File: config.mk
export PLATFORM = sky130hd
export DESIGN_NAME = dac_sample_sequencer
export DESIGN_NICKNAME = d
export VERILOG_FILES = /design/src/rtl/dac_sample_sequencer.sv
export SDC_FILE = /design/constraint.sdc
export NUM_CORES = 1
export LEC_CHECK = 0
export ABC_AREA = 1
export CORE_ASPECT_RATIO = 1.4
export CORE_UTILIZATION = 54
export DETAILED_ROUTE_END_ITERATION = 10
export PLACE_DENSITY_LB_ADDON = 0.08
export SKIP_LAST_GASP = 1
export SYNTH_ARGS = -nofsm -noshare
export SYNTH_HDL_FRONTEND = slang
export SYNTH_SLANG_ARGS = --single-unit
export TNS_END_PERCENT = 1
File: constraint.sdc
create_clock -name i_clk -period 2.1 [get_ports i_clk]
set_input_delay 0.42 -clock i_clk [delete_from_list [all_inputs] [get_ports i_clk]]
set_output_delay 0.42 -clock i_clk [all_outputs]
set_load 0.01 [all_outputs]
File: src/rtl/dac_sample_sequencer.sv
// Sample sequencer for the sigma-delta DAC modulator: small sample FIFO, clock-enable
// divider and oversampling counter that hands a new sample to the modulator every OSR strobes.
module dac_sample_sequencer #(
  parameter int CE_DIV = 4,
  parameter int OSR    = 64,
  parameter int DEPTH  = 8,
  parameter int LW     = $clog2(DEPTH) + 1
) (
  input  logic              i_clk,
  input  logic              i_res,
  input  logic              i_enable,
  input  logic              i_valid,
  input  logic [15:0]       i_sample,
  output logic              o_ready,
  output logic              o_ce,
  output logic [15:0]       o_func,
  output logic [LW-1:0]     o_level,
  output logic              o_underflow,
  input  logic              i_clr_underflow
);

  localparam int AW = $clog2(DEPTH);
  localparam int DW = $clog2(CE_DIV);
  localparam int OW = $clog2(OSR) + 1;

  typedef enum logic [1:0] {
    ST_IDLE,
    ST_PRIME,
    ST_RUN
  } state_t;

  state_t           r_state;
  logic [15:0]      r_mem [DEPTH];
  logic [AW-1:0]    r_wr_ptr;
  logic [AW-1:0]    r_rd_ptr;
  logic [LW-1:0]    r_level;
  logic [DW-1:0]    r_div;
  logic [OW-1:0]    r_osr;
  logic             r_ce;
  logic [15:0]      r_func;
  logic             r_underflow;
  logic             r_alive;

  logic             w_ready;
  logic             w_push;
  logic             w_flush;
  logic             w_prime_pop;
  logic             w_run_due;
  logic             w_empty;
  logic             w_pop;
  logic             w_underflow_set;
  logic             w_div_wrap;

  // r_alive keeps o_ready low while reset is held and for the reset cycle itself.
  always_comb begin
    w_ready         = r_alive && (r_level < LW'(DEPTH));
    w_push          = i_valid && w_ready;
    w_flush         = (r_state == ST_RUN) && !i_enable;
    w_prime_pop     = (r_state == ST_PRIME) && i_enable && (r_level >= LW'(DEPTH / 2));
    w_run_due       = (r_state == ST_RUN) && i_enable && (r_osr == OW'(OSR));
    w_empty         = (r_level == '0);
    w_pop           = w_prime_pop || (w_run_due && !w_empty);
    w_underflow_set = w_run_due && w_empty;
    w_div_wrap      = (r_div == DW'(CE_DIV - 1));
  end

  always_ff @(posedge i_clk) begin
    if (i_res && w_push && !w_flush) begin
      r_mem[r_wr_ptr] <= i_sample;
    end
  end

  always_ff @(posedge i_clk) begin
    if (!i_res) begin
      r_state     <= ST_IDLE;
      r_wr_ptr    <= '0;
      r_rd_ptr    <= '0;
      r_level     <= '0;
      r_div       <= '0;
      r_osr       <= '0;
      r_ce        <= 1'b0;
      r_func      <= '0;
      r_underflow <= 1'b0;
      r_alive     <= 1'b0;
    end else begin
      r_alive <= 1'b1;

      if (w_underflow_set) begin
        r_underflow <= 1'b1;
      end else if (i_clr_underflow) begin
        r_underflow <= 1'b0;
      end

      // Disable outranks push: a write in the disabling cycle is discarded with the flush.
      if (w_flush) begin
        r_wr_ptr <= '0;
        r_rd_ptr <= '0;
        r_level  <= '0;
      end else begin
        if (w_push) begin
          r_wr_ptr <= r_wr_ptr + AW'(1);
        end
        if (w_pop) begin
          r_rd_ptr <= r_rd_ptr + AW'(1);
        end
        r_level <= r_level + LW'(w_push) - LW'(w_pop);
      end

      case (r_state)
        ST_IDLE: begin
          r_ce   <= 1'b0;
          r_func <= '0;
          r_div  <= '0;
          r_osr  <= '0;
          if (i_enable) begin
            r_state <= ST_PRIME;
          end
        end

        ST_PRIME: begin
          r_ce  <= 1'b0;
          r_div <= '0;
          r_osr <= '0;
          if (!i_enable) begin
            r_state <= ST_IDLE;
            r_func  <= '0;
          end else if (w_prime_pop) begin
            r_func  <= r_mem[r_rd_ptr];
            r_state <= ST_RUN;
          end
        end

        ST_RUN: begin
          if (!i_enable) begin
            r_state <= ST_IDLE;
            r_ce    <= 1'b0;
            r_func  <= '0;
            r_div   <= '0;
            r_osr   <= '0;
          end else begin
            r_div <= w_div_wrap ? '0 : r_div + DW'(1);
            r_ce  <= w_div_wrap;
            // The due cycle follows an o_ce cycle, so it never coincides with a divider wrap.
            if (w_run_due) begin
              r_osr <= '0;
            end else if (w_div_wrap) begin
              r_osr <= r_osr + OW'(1);
            end
            if (w_pop) begin
              r_func <= r_mem[r_rd_ptr];
            end
          end
        end

        default: begin
          r_state <= ST_IDLE;
        end
      endcase
    end
  end

  assign o_ready     = w_ready;
  assign o_ce        = r_ce;
  assign o_func      = r_func;
  assign o_level     = r_level;
  assign o_underflow = r_underflow;

endmodule

# Word level (Yosys, flattened, before mapping)
# Memory sizes are Yosys's and may differ from the RTL's. A register that Yosys moved wholly into a read port is not among the register bits.
# Cells that the tools add are included.
# word_totals
regBits	40
mem_bits_rw	128
inputBits	21
output_inout_bits	23
wordCells	80
mem_count	1
# memory_table
memory	words	word_bits	read_ports	rd_clocked_by_memory_dff	write_ports	line_no	source
r_mem	8	16	1	1	1	33	logic [15:0] r_mem [DEPTH];
# op_classes
n_addsub	6
magnitude_cmp	2
n_eq_ne	9
muxes	26
bitwise	1
n_reduce_logical	25
# ops
op	n
$mux 16	4
$pmux 16 s3	1
$mux 7	3
$pmux 7 s2	1
$mux 2	6
$logic_and 1x1->1	11
$add 7x1->7 const B	1
$eq 7x7->1 const B	1
$add 3x1->3 const B	2
$mux 1	6
$mux 3	2
$ne 3x3->1 const B	2
$pmux 2 s3	1
$reduce_and 3->1	2
$add 4x1->4	1
$eq 2x2->1 const B	2
$ge 4x3->1 const B	1
$logic_not 4->1	1
$lt 4x4->1 const B	1
$ne 2x2->1 const B	2
$ne 4x4->1 const B	1
$pmux 2 s2	1
$reduce_bool 2->1	2
$reduce_or 2->1	2
10 further kinds	12

# Logic depth before layout (Yosys ltp)
# depth
depth_word	8
depth_mapped	15
ltp_nobuf	15

# Least setup slack after synthesis
# Ideal clock, no wire load.
# synth_path
path_type	register to register
from	reg r_state[0]
to	mem r_mem[1][0] (enable)
setup_time_ns	0.388
arrival_ns	1.777
t_required_ns	1.712
path_slack_ns	-0.065
stages_incl_launch_ff	6
n_path_buf	0
path_cell_list	dfxtp_1 > inv_1 > ha_1 > a21oi_2 > nand3_1 > nor2_1
# synth_between
elab_chain_len	6
# synth_lines
element	line_no	source
start: declaration	32	state_t r_state;
start signal: assignment	75	r_state <= ST_IDLE;
start signal: assignment	116	r_state <= ST_PRIME;
start signal: assignment	125	r_state <= ST_IDLE;
$eq 2x2->1	58	w_flush = (r_state == ST_RUN) && !i_enable;
$logic_and 1x1->1	58	
$logic_not 1->1	68	if (i_res && w_push && !w_flush) begin
$logic_and 1x1->1	68	
$mux 1	68	
$mux 1 (not written as such)	69	r_mem[r_wr_ptr] <= i_sample;
end: declaration	33	
# No other way between the ends.

# Final worst setup path
# layout_path
from	reg r_state[1]
to	reg r_level[1], in the netlist o_level[1]
# layout_between
elab_chain_len	6
word_cells_on_any_way	11
# layout_lines
element	line_no	source
$eq 2x2->1	58, 60	
$logic_and 1x1->1 (2 in series)	60	w_run_due = (r_state == ST_RUN) && i_enable && (r_osr == OW'(OSR));
$logic_and 1x1->1	62	w_pop = w_prime_pop || (w_run_due && !w_empty);
$logic_or 1x1->1	62	
$sub 4x1->4	106	r_level <= r_level + LW'(w_push) - LW'(w_pop);
end signal: assignment	106	
end: declaration	36	logic [LW-1:0] r_level;
# Parallel ways exist; a longest one is shown, timed or not.
# A chain may end at the register's enable or synchronous reset.

==> flow_summary.ini <==
[outcome]
outcome = finished, final reports clean

[timing]
drv_slew = 0
setup_viol = 0
maxSlewHeadroom_pct = 53.92
finalCritPeriodShare_pct = 96.65
rsz0062_at_grt = yes
hold_viol = 0
fmax_ghz = 0.4927
tightest_slew_ps = 691.2
period_needed_ps = 2030
finClkSkew_ps = 9.128

[clocking]
htreeDepth = 4
clk_path_buf_depth = 2
cts_root_buf = clkbuf_16
clkLatencyLatePin_ps = 420
cts_made_buffers = 17
cts_tree = done
cts_sinks = 171
path_clk_slew_ps = 70

[critical_path]
critPathCaptureType = flop
ff2ff_path_depth = 13
required_ps = 2400
critPathLaunch = r_state[1]$_SDFFE_PN0P_
regToRegStartpoint = r_state[1]$_SDFFE_PN0P_
ff2ff_setup_slack_ps = 70
critPathKind = flop to flop
critical_path_arrival_ps = 2330
crit_fanout = 4
cp-endpoint = o_level[1]$_SDFF_PP0_
rr_endpoint = o_level[1]$_SDFF_PP0_
worstSetupStartpointType = flop

[logic_synthesis]
synthTopCellsByArea = edfxtp_1, dfxtp_1, nand2_1
synth_enable_flop_cells = 128
ys.flop_type = edfxtp_1
async_flop_share_pct = 0
syn-cell-area_um2 = 7595
syn_inst = 793
synth_top_area_cell = edfxtp_1
synth.ff_latch_count = 171
yosysSeqAreaShare_pct = 61.94
ys_warn_count = 0
syn_nets = 830
yosys.area.top_type_share_pct = 50.61
synth.distinct_cells = 33
synth_area_per_cell_um2 = 9.577

[die]
dieHeight_um = 142.3
dieArea_um2 = 14550
num_rows = 50
die_x_um = 102.2
initial_core_util_pct = 55.94
pin_count = 44
core-area_um2 = 13580

[detailed_routing]
drc = 0
drtIter0Drc = 278
wl_per_cell_um = 15.23
drtAntennaViolNets = 0
dr.pass1.iters = 5
wl_um = 16340
viasPerCell = 5.154
vias = 5530

[finish]
instances_no_fill = 1073
n_antenna_cell = 0
layout_commonest_cell = nand2_1
final_cell_mix = nand2_1, edfxtp_1, nand3_1
syn_to_final_growth_pct = 20.86
fillCellCount = 1083
nNetsFinal = 915
drive_gt1_share_pct = 13.58
design_area_um2 = 9179
final_core_util_pct = 67.61

[place]
dpl_cell_area_um2 = 8497
place.gp.congestion = 0.7879
placed_cells_incl_taps = 1038
io_buffer_count = 43
dp_hpwl_um = 11000

[pwr]
p_leak_uw = 0.003945
ir_drop_uv = 831.1
power_density_nw_per_um2 = 1014

[global_route]
grt.total_usage_pct = 24.28
grt_max_degree = 65
grt_pass1_wl_um = 25960
antenna_found_initial = 0
top_usage_layer = met2
met3_usage_pct = 4.322
grtUsageMet2_pct = 41.58
grt-ovfl-total = 0
grt_pass1_vias = 5298
gr-usage-met1_pct = 28.62

[worst_hold_path]
hp-class = flop to flop

[run]
cap_violations = 0
## what timing repair did
action	in CTS	in global routing
endpoints found under the hold margin	0	0
setup buffers	1	2
resized for setup	12	8
gates cloned	0	0
pin swaps	7	5
setup endpoints to repair	2	3
hold buffers	0	0
## synth_stat cells, types with 5 or more instances
cell and instances:
inv_1 123, a21oi_1 31, nor2_1 40, inv_2 5, buf_2 23, nand2_1 218, nand3_1 124, o21ai_0 9
edfxtp_1 128, dfxtp_1 43, buf_4 5, ha_1 15
## metrics by stage
step | TNS, ps | hold slack [ps] | worst slack [ps] | power, µW
2_1_floorplan | -7110 | 447.7 | -65.35 | 5298
3_3_place_gp | -11510 | 449.0 | -347.2 | 6125
3_5_place_dp | -17280 | 457.6 | -419.6 | 6176
4_1_cts | 0 | 471.0 | 3.789 | 9368
5_1_grt | -92.38 | 488.6 | -57.68 | 9752
6_report | 0 | 468.0 | 70.39 | 9309
## state kept, by name, summed over array words and instances (netlist names), named ones only
| signal | flops |
|---|---|
| r_rd_ptr | 3 |
| r_mem | 128 |
| r_state | 2 |
| r_alive | 1 |
| r_div | 2 |
| r_osr | 7 |
| r_wr_ptr | 3 |
| o_func | 16 |
| o_underflow | 1 |
| o_ce | 1 |
| o_level | 4 |
## kinds of logic (layout without fill, tap and decap cells)
logic type | Yosys count | after routing | share of synthesized area, %
flip-flops | 171 | 171 | 61.94
buffers and inverters | 161 | 259 | 9.012
AND/OR/NAND/NOR | 397 | 397 | 22.69
XOR/XNOR | 2 | 2 | 0.2307
AO/OA/AOI/OAI | 46 | 46 | 3.394
adder cells (fa/ha/maj) | 16 | 16 | 2.735
## worst max-delay path, cell delays in order, from the launching register on
cell and delay, ps:
dfxtp_4 360, inv_2 60, ha_1 130, nand2_1 60, or2_1 260, nand2_2 90
inv_2 50, nor2_4 90, inv_2 50, nand2_2 80, ha_4 130, inv_2 30
fa_2 500, nor2_1 40
## routing by layer
layer  routed length, µm  share of wire (%)
met1                6434                 39
met3                 826                5.1
met2                8447                 52
met4                 630                3.9
met5                   0                  0
## worst min path at each step
stage	start	endpoint	slack [ps]	depth (start not counted)
after CTS	o_ce$_SDFFE_PN0P_	o_ce$_SDFFE_PN0P_	470	2
after floorplan	i_res	r_alive$_DFF_P_	450	0
final	o_ce$_SDFFE_PN0P_	o_ce$_SDFFE_PN0P_	470	2
after detailed placement	o_ce$_SDFFE_PN0P_	o_ce$_SDFFE_PN0P_	460	2
after global placement	o_ce$_SDFFE_PN0P_	o_ce$_SDFFE_PN0P_	450	2
after global routing	o_ce$_SDFFE_PN0P_	o_ce$_SDFFE_PN0P_	490	2
## where the power goes
| group | leakage, µW | internal (µW) | switching [µW] |
|---|---|---|---|
| Sequential | 0.00151 | 3860 | 123 |
| Combinational | 0.00215 | 956 | 1190 |
| Clock | 0.000286 | 1970 | 1210 |
| Total | 0.00394 | 6790 | 2520 |
## area by class of cell
type | count | area (µm²) | area share [%]
clock buffer | 22 | 475.5 | 5.180
multi-input combinational | 461 | 2241 | 24.41
tap | 182 | 227.7 | 2.481
timing repair buffer | 98 | 895.9 | 9.760
clock inverter | 10 | 137.6 | 1.499
inverter | 129 | 486.7 | 5.303
sequential | 171 | 4715 | 51.36
Power figures use the tool's default switching activity.
